[src/rtl/sy_tohost_pkg.sv]
// Shared types and constants for the tohost write-back monitor.
package sy_tohost_pkg;

  typedef enum logic [2:0] {
    ST_IDLE = 3'd0,
    ST_RUN  = 3'd1,
    ST_PASS = 3'd2,
    ST_FAIL = 3'd3,
    ST_TMO  = 3'd4
  } tohost_state_e;

  localparam logic [63:0] TOHOST_ADDR_DFLT = 64'h8000_1000;
  localparam logic [63:0] PASS_CODE        = 64'd1;

endpackage

[src/rtl/sy_sat_cnt.sv]
// Up-counter with synchronous clear and increment enable that sticks at all-ones.
module sy_sat_cnt #(
  parameter int unsigned W = 16
) (
  input  logic         clk_i,
  input  logic         rst_i,
  input  logic         clr_i,
  input  logic         inc_i,
  output logic [W-1:0] cnt_o
);

  logic [W-1:0] r_cnt;

  // NOTE: sequential state is assigned with <= so every flop samples pre-edge values.
  always_ff @(posedge clk_i or negedge rst_i) begin
    if (!rst_i)                         r_cnt <= '0;
    else if (clr_i)                     r_cnt <= '0;
    else if (inc_i && (r_cnt != '1))    r_cnt <= r_cnt + W'(1);
  end

  assign cnt_o = r_cnt;

endmodule

[src/rtl/sy_tohost_mon.sv]
// Watches LSU stores to the tohost address and latches the test verdict (pass/fail/timeout).
module sy_tohost_mon
  import sy_tohost_pkg::*;
#(
  parameter int unsigned AWTH    = 64,
  parameter int unsigned DWTH    = 64,
  parameter int unsigned TMO_CYC = 32'd1_000_000
) (
  input  logic            clk_i,
  input  logic            rst_i,
  input  logic            en_i,
  input  logic [AWTH-1:0] tohost_addr_i,
  input  logic            st_vld_i,
  input  logic            st_rdy_i,
  input  logic            st_we_i,
  input  logic [AWTH-1:0] st_paddr_i,
  input  logic [DWTH-1:0] st_data_i,
  output logic            done_o,
  output logic            pass_o,
  output logic            fail_o,
  output logic            tmo_o,
  output logic [DWTH-1:0] result_o,
  output logic [DWTH-2:0] fail_id_o,
  output logic [63:0]     cyc_cnt_o,
  output logic [15:0]     nterm_cnt_o
);

  tohost_state_e   r_state, w_state_nxt;
  logic            r_pass, r_fail, r_tmo;
  logic            w_pass_d, w_fail_d, w_tmo_d;
  logic [DWTH-1:0] r_result;
  logic [63:0]     w_cyc_cnt;
  logic            w_in_run, w_hit, w_term, w_is_pass, w_tmo_lim, w_arm;

  assign w_in_run  = (r_state == ST_RUN);
  assign w_arm     = (r_state == ST_IDLE) && en_i;
  assign w_hit     = st_vld_i && st_rdy_i && st_we_i && (st_paddr_i == tohost_addr_i);
  assign w_term    = w_in_run && w_hit && st_data_i[0];
  assign w_is_pass = (st_data_i == DWTH'(PASS_CODE));
  assign w_tmo_lim = (w_cyc_cnt == (64'(TMO_CYC) - 64'd1));

  always_ff @(posedge clk_i or negedge rst_i) begin
    if (!rst_i) begin
      r_state  <= ST_IDLE;
      r_pass   <= 1'b0;
      r_fail   <= 1'b0;
      r_tmo    <= 1'b0;
      r_result <= '0;
    end else begin
      r_state <= w_state_nxt;
      r_pass  <= w_pass_d;
      r_fail  <= w_fail_d;
      r_tmo   <= w_tmo_d;
      if (w_term) r_result <= st_data_i;
    end
  end

  // A terminal hit on the limit cycle takes priority over the timeout.
  always_comb begin
    // NOTE: default first so no path through the case leaves the signal unassigned (no latch).
    w_state_nxt = r_state;
    case (r_state)
      ST_IDLE: if (en_i) w_state_nxt = ST_RUN;
      ST_RUN: begin
        if (w_term)         w_state_nxt = w_is_pass ? ST_PASS : ST_FAIL;
        else if (w_tmo_lim) w_state_nxt = ST_TMO;
      end
      default: w_state_nxt = r_state;
    endcase
  end

  always_comb begin
    w_pass_d = (w_state_nxt == ST_PASS);
    w_fail_d = (w_state_nxt == ST_FAIL);
    w_tmo_d  = (w_state_nxt == ST_TMO);
  end

  sy_sat_cnt #(.W(64)) u_cyc_cnt (
    .clk_i (clk_i),
    .rst_i (rst_i),
    .clr_i (w_arm),
    .inc_i (w_in_run),
    .cnt_o (w_cyc_cnt)
  );

  sy_sat_cnt #(.W(16)) u_nterm_cnt (
    .clk_i (clk_i),
    .rst_i (rst_i),
    .clr_i (w_arm),
    .inc_i (w_in_run && w_hit && !st_data_i[0]),
    .cnt_o (nterm_cnt_o)
  );

  assign pass_o    = r_pass;
  assign fail_o    = r_fail;
  assign tmo_o     = r_tmo;
  assign done_o    = r_pass | r_fail | r_tmo;
  assign result_o  = r_result;
  assign fail_id_o = r_result[DWTH-1:1];
  assign cyc_cnt_o = w_cyc_cnt;

endmodule
[config.mk]
export PLATFORM = sky130hd
export DESIGN_NAME = sy_tohost_mon
export DESIGN_NICKNAME = d
export VERILOG_FILES = /design/src/rtl/sy_tohost_pkg.sv /design/src/rtl/sy_sat_cnt.sv /design/src/rtl/sy_tohost_mon.sv
export SDC_FILE = /design/constraint.sdc
export NUM_CORES = 1
export LEC_CHECK = 0
export CORE_AREA = 5 5 154 156
export CTS_CLUSTER_DIAMETER = 50
export DETAILED_ROUTE_END_ITERATION = 7
export DIE_AREA = 0 0 159 161
export DONT_BUFFER_PORTS = 1
export GPL_ROUTABILITY_DRIVEN = 0
export GPL_TIMING_DRIVEN = 0
export PLACE_DENSITY = 0.6
export SKIP_LAST_GASP = 1
export SLEW_MARGIN = 10
export SYNTH_ARGS = -nofsm -noshare
export SYNTH_HDL_FRONTEND = slang
export SYNTH_SLANG_ARGS = --single-unit
[constraint.sdc]
create_clock -name clk_i -period 2.65 [get_ports clk_i]
set_input_delay 0.53 -clock clk_i [delete_from_list [all_inputs] [get_ports clk_i]]
set_output_delay 0.53 -clock clk_i [all_outputs]
set_load 0.01 [all_outputs]
==> impl_metrics.env <==
export IMPL_worst_slew_pin_slew_ns=0.7707
export IMPL_slew_headroom=0.4862
export IMPL_setup_violations=0
export IMPL_drt_iter0_markers=581
export IMPL_dr_max_layer_used="met5"
export IMPL_cp_start_kind="register"
export IMPL_cts_tree="done"
export IMPL_hold_class="in2async"
export IMPL_area_delta_synth_final_pct=14.80
export IMPL_place_hpwl_microns=24510
export IMPL_regArea_sq_mm=0.003787
export IMPL_path_max_fanout=8
export IMPL_clkSinkCount=150
export IMPL_critPathKind="reg2reg"
export IMPL_yosys_area_top_type_share=0.4328
export IMPL_cts_clk_slew_worst_paths_ns=0.07
export IMPL_finalNetCount=1101
export IMPL_seq_area_frac_synth=0.4328
export IMPL_dieHeight_microns=161
export IMPL_crit_family="simple AND/OR/NAND/NOR gates"
export IMPL_slowest_stage="dfrtp_2"
export IMPL_start_util=0.3901
export IMPL_wl_met2_microns=14720
export IMPL_drv_cap=0
export IMPL_synth_area_leader_cell="dfrtp_1"
export IMPL_hold_slack_ns=-0.2065
export IMPL_place_ws_ns=-0.8109
export IMPL_synth_edff_count=0
export IMPL_cp_num_buf_inv=1
export IMPL_status="finished, violations left"
export IMPL_power_density_mw_per_mm2=582.3
export IMPL_postSynthCellCount=866
export IMPL_critPathMaxStageDelay_ns=0.47
export IMPL_final_antenna_net_count=0
export IMPL_drcViolationCount=0
export IMPL_diodes=0
export IMPL_grt_first_pass_wirelength_microns=47070
export IMPL_ys_async_sr_fraction=1.000
export IMPL_grt_max_degree=151
export IMPL_final_cell_count_no_fill=1198
export IMPL_die_w_microns=159
export IMPL_syn_avg_cell_area_sq_um=10.01
export IMPL_path_cells="nand4_2 -> or3_4 -> or3_4 -> or3_1 -> buf_6 -> and4_4 -> xnor2_1 -> nor2_1"
export IMPL_netlist_top_cells_count="dfrtp_1 (150), xnor2_1 (103), nor2_1 (67)"
export IMPL_fin_crit_ns=2.594
export IMPL_finalSetupTns_ns=0
export IMPL_grtUsageTotal=0.2372
export IMPL_drive_gt1_frac=0.2826
export IMPL_clk_latency_ns=0.43
export IMPL_synth_seq_cells=150
export IMPL_rsz0062_at_grt="yes"
export IMPL_wl_microns=31270
export IMPL_rows=55
export IMPL_via_count=6964
export IMPL_h_tree_depth=4
export IMPL_fill_cells=2216
export IMPL_netlist_area_sq_mm=0.008672
export IMPL_place_port_buffers=0
export IMPL_numCtsBuffers=17
export IMPL_first_pass_iters=5
export IMPL_max_vdd_ir_drop_mv=0.4221
export IMPL_overflow=0
export IMPL_dieArea_sq_mm=0.02560
export IMPL_violations="negative hold slack"
export IMPL_placedCellCount=1151
export IMPL_met3WireLength_microns=3944
export IMPL_multi_input_area_sq_mm=0.004350
export IMPL_ioPinCount=409
export IMPL_max_freq_mhz=385.5
export IMPL_cts_root_buffer="clkbuf_16"
export IMPL_wl_per_cell_microns=26.11
export IMPL_power_leakage_nw=4.357
export IMPL_via_per_inst=5.813
export IMPL_ys_flop_type="dfrtp_1"
export IMPL_fin_skew_ns=0.01495
export IMPL_worstPathArrival_ns=2.88
export IMPL_drv_slew=0
export IMPL_required_ns=2.94
export IMPL_cp_common_cell="or3_4"
export IMPL_coreArea_sq_mm=0.02223
export IMPL_syn_nets=1066
export IMPL_synthTopCellsByArea="dfrtp_1 (43%), xnor2_1 (10%), mux2_2 (8.2%), buf_4 (5.5%), nand4_1 (4.0%)"
export IMPL_yosysMostFrequentCell="dfrtp_1"
export IMPL_drt_met1_wl_microns=11980
export IMPL_endpoint_kind="register"
export IMPL_yosysWarnings=0
export IMPL_yosysUniqueCellTypes=53
export IMPL_power_mw=5.797
export IMPL_layout_setup_ws_ns=0.05625
export IMPL_hold_viol_final=150
export IMPL_antenna_found_initial=0
export IMPL_clk_path_buf_depth=2
export IMPL_grt_pass1_vias=7007
export IMPL_finalCritPeriodShare=0.9788
-- placed cells by master, fill, tap and decap left out, types with 8 or more instances in the layout --
master,netlist,layout
dfrtp_1,150,123
xnor2_1,103,103
buf_4,63,84
nor2_1,67,66
mux2_2,63,63
nand4_1,56,56
nand2_1,53,53
nor4_1,43,40
nand3_1,38,38
nor3_1,42,30
dfrtp_2,0,27
a21oi_1,17,17
and3_1,17,17
clkbuf_16,0,17
mux2i_1,15,15
inv_1,12,12
clkbuf_1,12,12
xor2_1,11,11
and4_1,10,10
nand2b_1,10,10
or3_1,9,9
nor3_2,0,8
-- kinds of logic after synthesis --
kind of cell	Yosys count	share of synthesized area
XOR/XNOR	114	0.1151
AND/OR/NAND/NOR	376	0.2437
multiplexers	78	0.09912
AO/OA/AOI/OAI	39	0.02756
adder cells (fa/ha/maj)	2	0.002885
buffers and inverters	107	0.07877
flip-flops	150	0.4328
-- cell type report --
cell class,instances,share of cell area
multi-input cells,609,0.4370
flip-flops and latches,150,0.3804
plain buffers,95,0.06887
clock buffers,17,0.04273
well taps,285,0.03582
clock inverters,14,0.01822
repair buffers,16,0.01244
inverters,12,0.004524
-- through the flow --
stage,cell area [sq um],util
finish,9956,0.4479
global route,9956,0.4479
CTS,9801,0.4409
detailed placement,9029,0.4062
global placement,9029,0.4062
floorplan,8672,-
-- flip-flops by register name, indices dropped and copies added (netlist names) --
register           cells
pass_o                 1
result_o              64
tmo_o                  1
u_nterm_cnt.cnt_o     16
fail_o                 1
r_state                3
u_cyc_cnt.cnt_o       64
-- layer usage --
metal	global-route usage	vias up
met4	0.06514	2
met1	0.2867	3466
li1	-	3117
met2	0.3720	351
met5	0.01705	-
met3	0.1230	28
-- report_power, final --
group          leakage [nW]  switching (mW)  internal, mW
Clock                 0.296            1.11          1.43
Combinational          2.09           0.197         0.234
Sequential             1.97           0.381          2.44
-- timing repair --
action / CTS / global route
pin swaps: 6 / 10
endpoints found under the setup margin: 121 / 140
buffers inserted: 10 / 6
endpoints found under the hold margin: 150 / 150
resized for setup: 31 / 37
-- worst paths after layout --
| check | from | end | slack, ns | depth (start not counted) |
|---|---|---|---|---|
| max | u_cyc_cnt.cnt_o[22] | u_cyc_cnt.cnt_o[15] | 0.06 | 8 |
| min | rst_i | result_o[2] | -0.21 | 0 |
| max reg2reg | u_cyc_cnt.cnt_o[22] | u_cyc_cnt.cnt_o[15] | 0.06 | 8 |
| min reg2reg | result_o[0] | result_o[0] | 0.55 | 1 |
| max in group asynchronous | rst_i | u_cyc_cnt.cnt_o[4] | 2.65 | 0 |
| min in group clk_i | st_data_i[31] | result_o[31] | 0.25 | 1 |
Power figures use the tool's default switching activity.
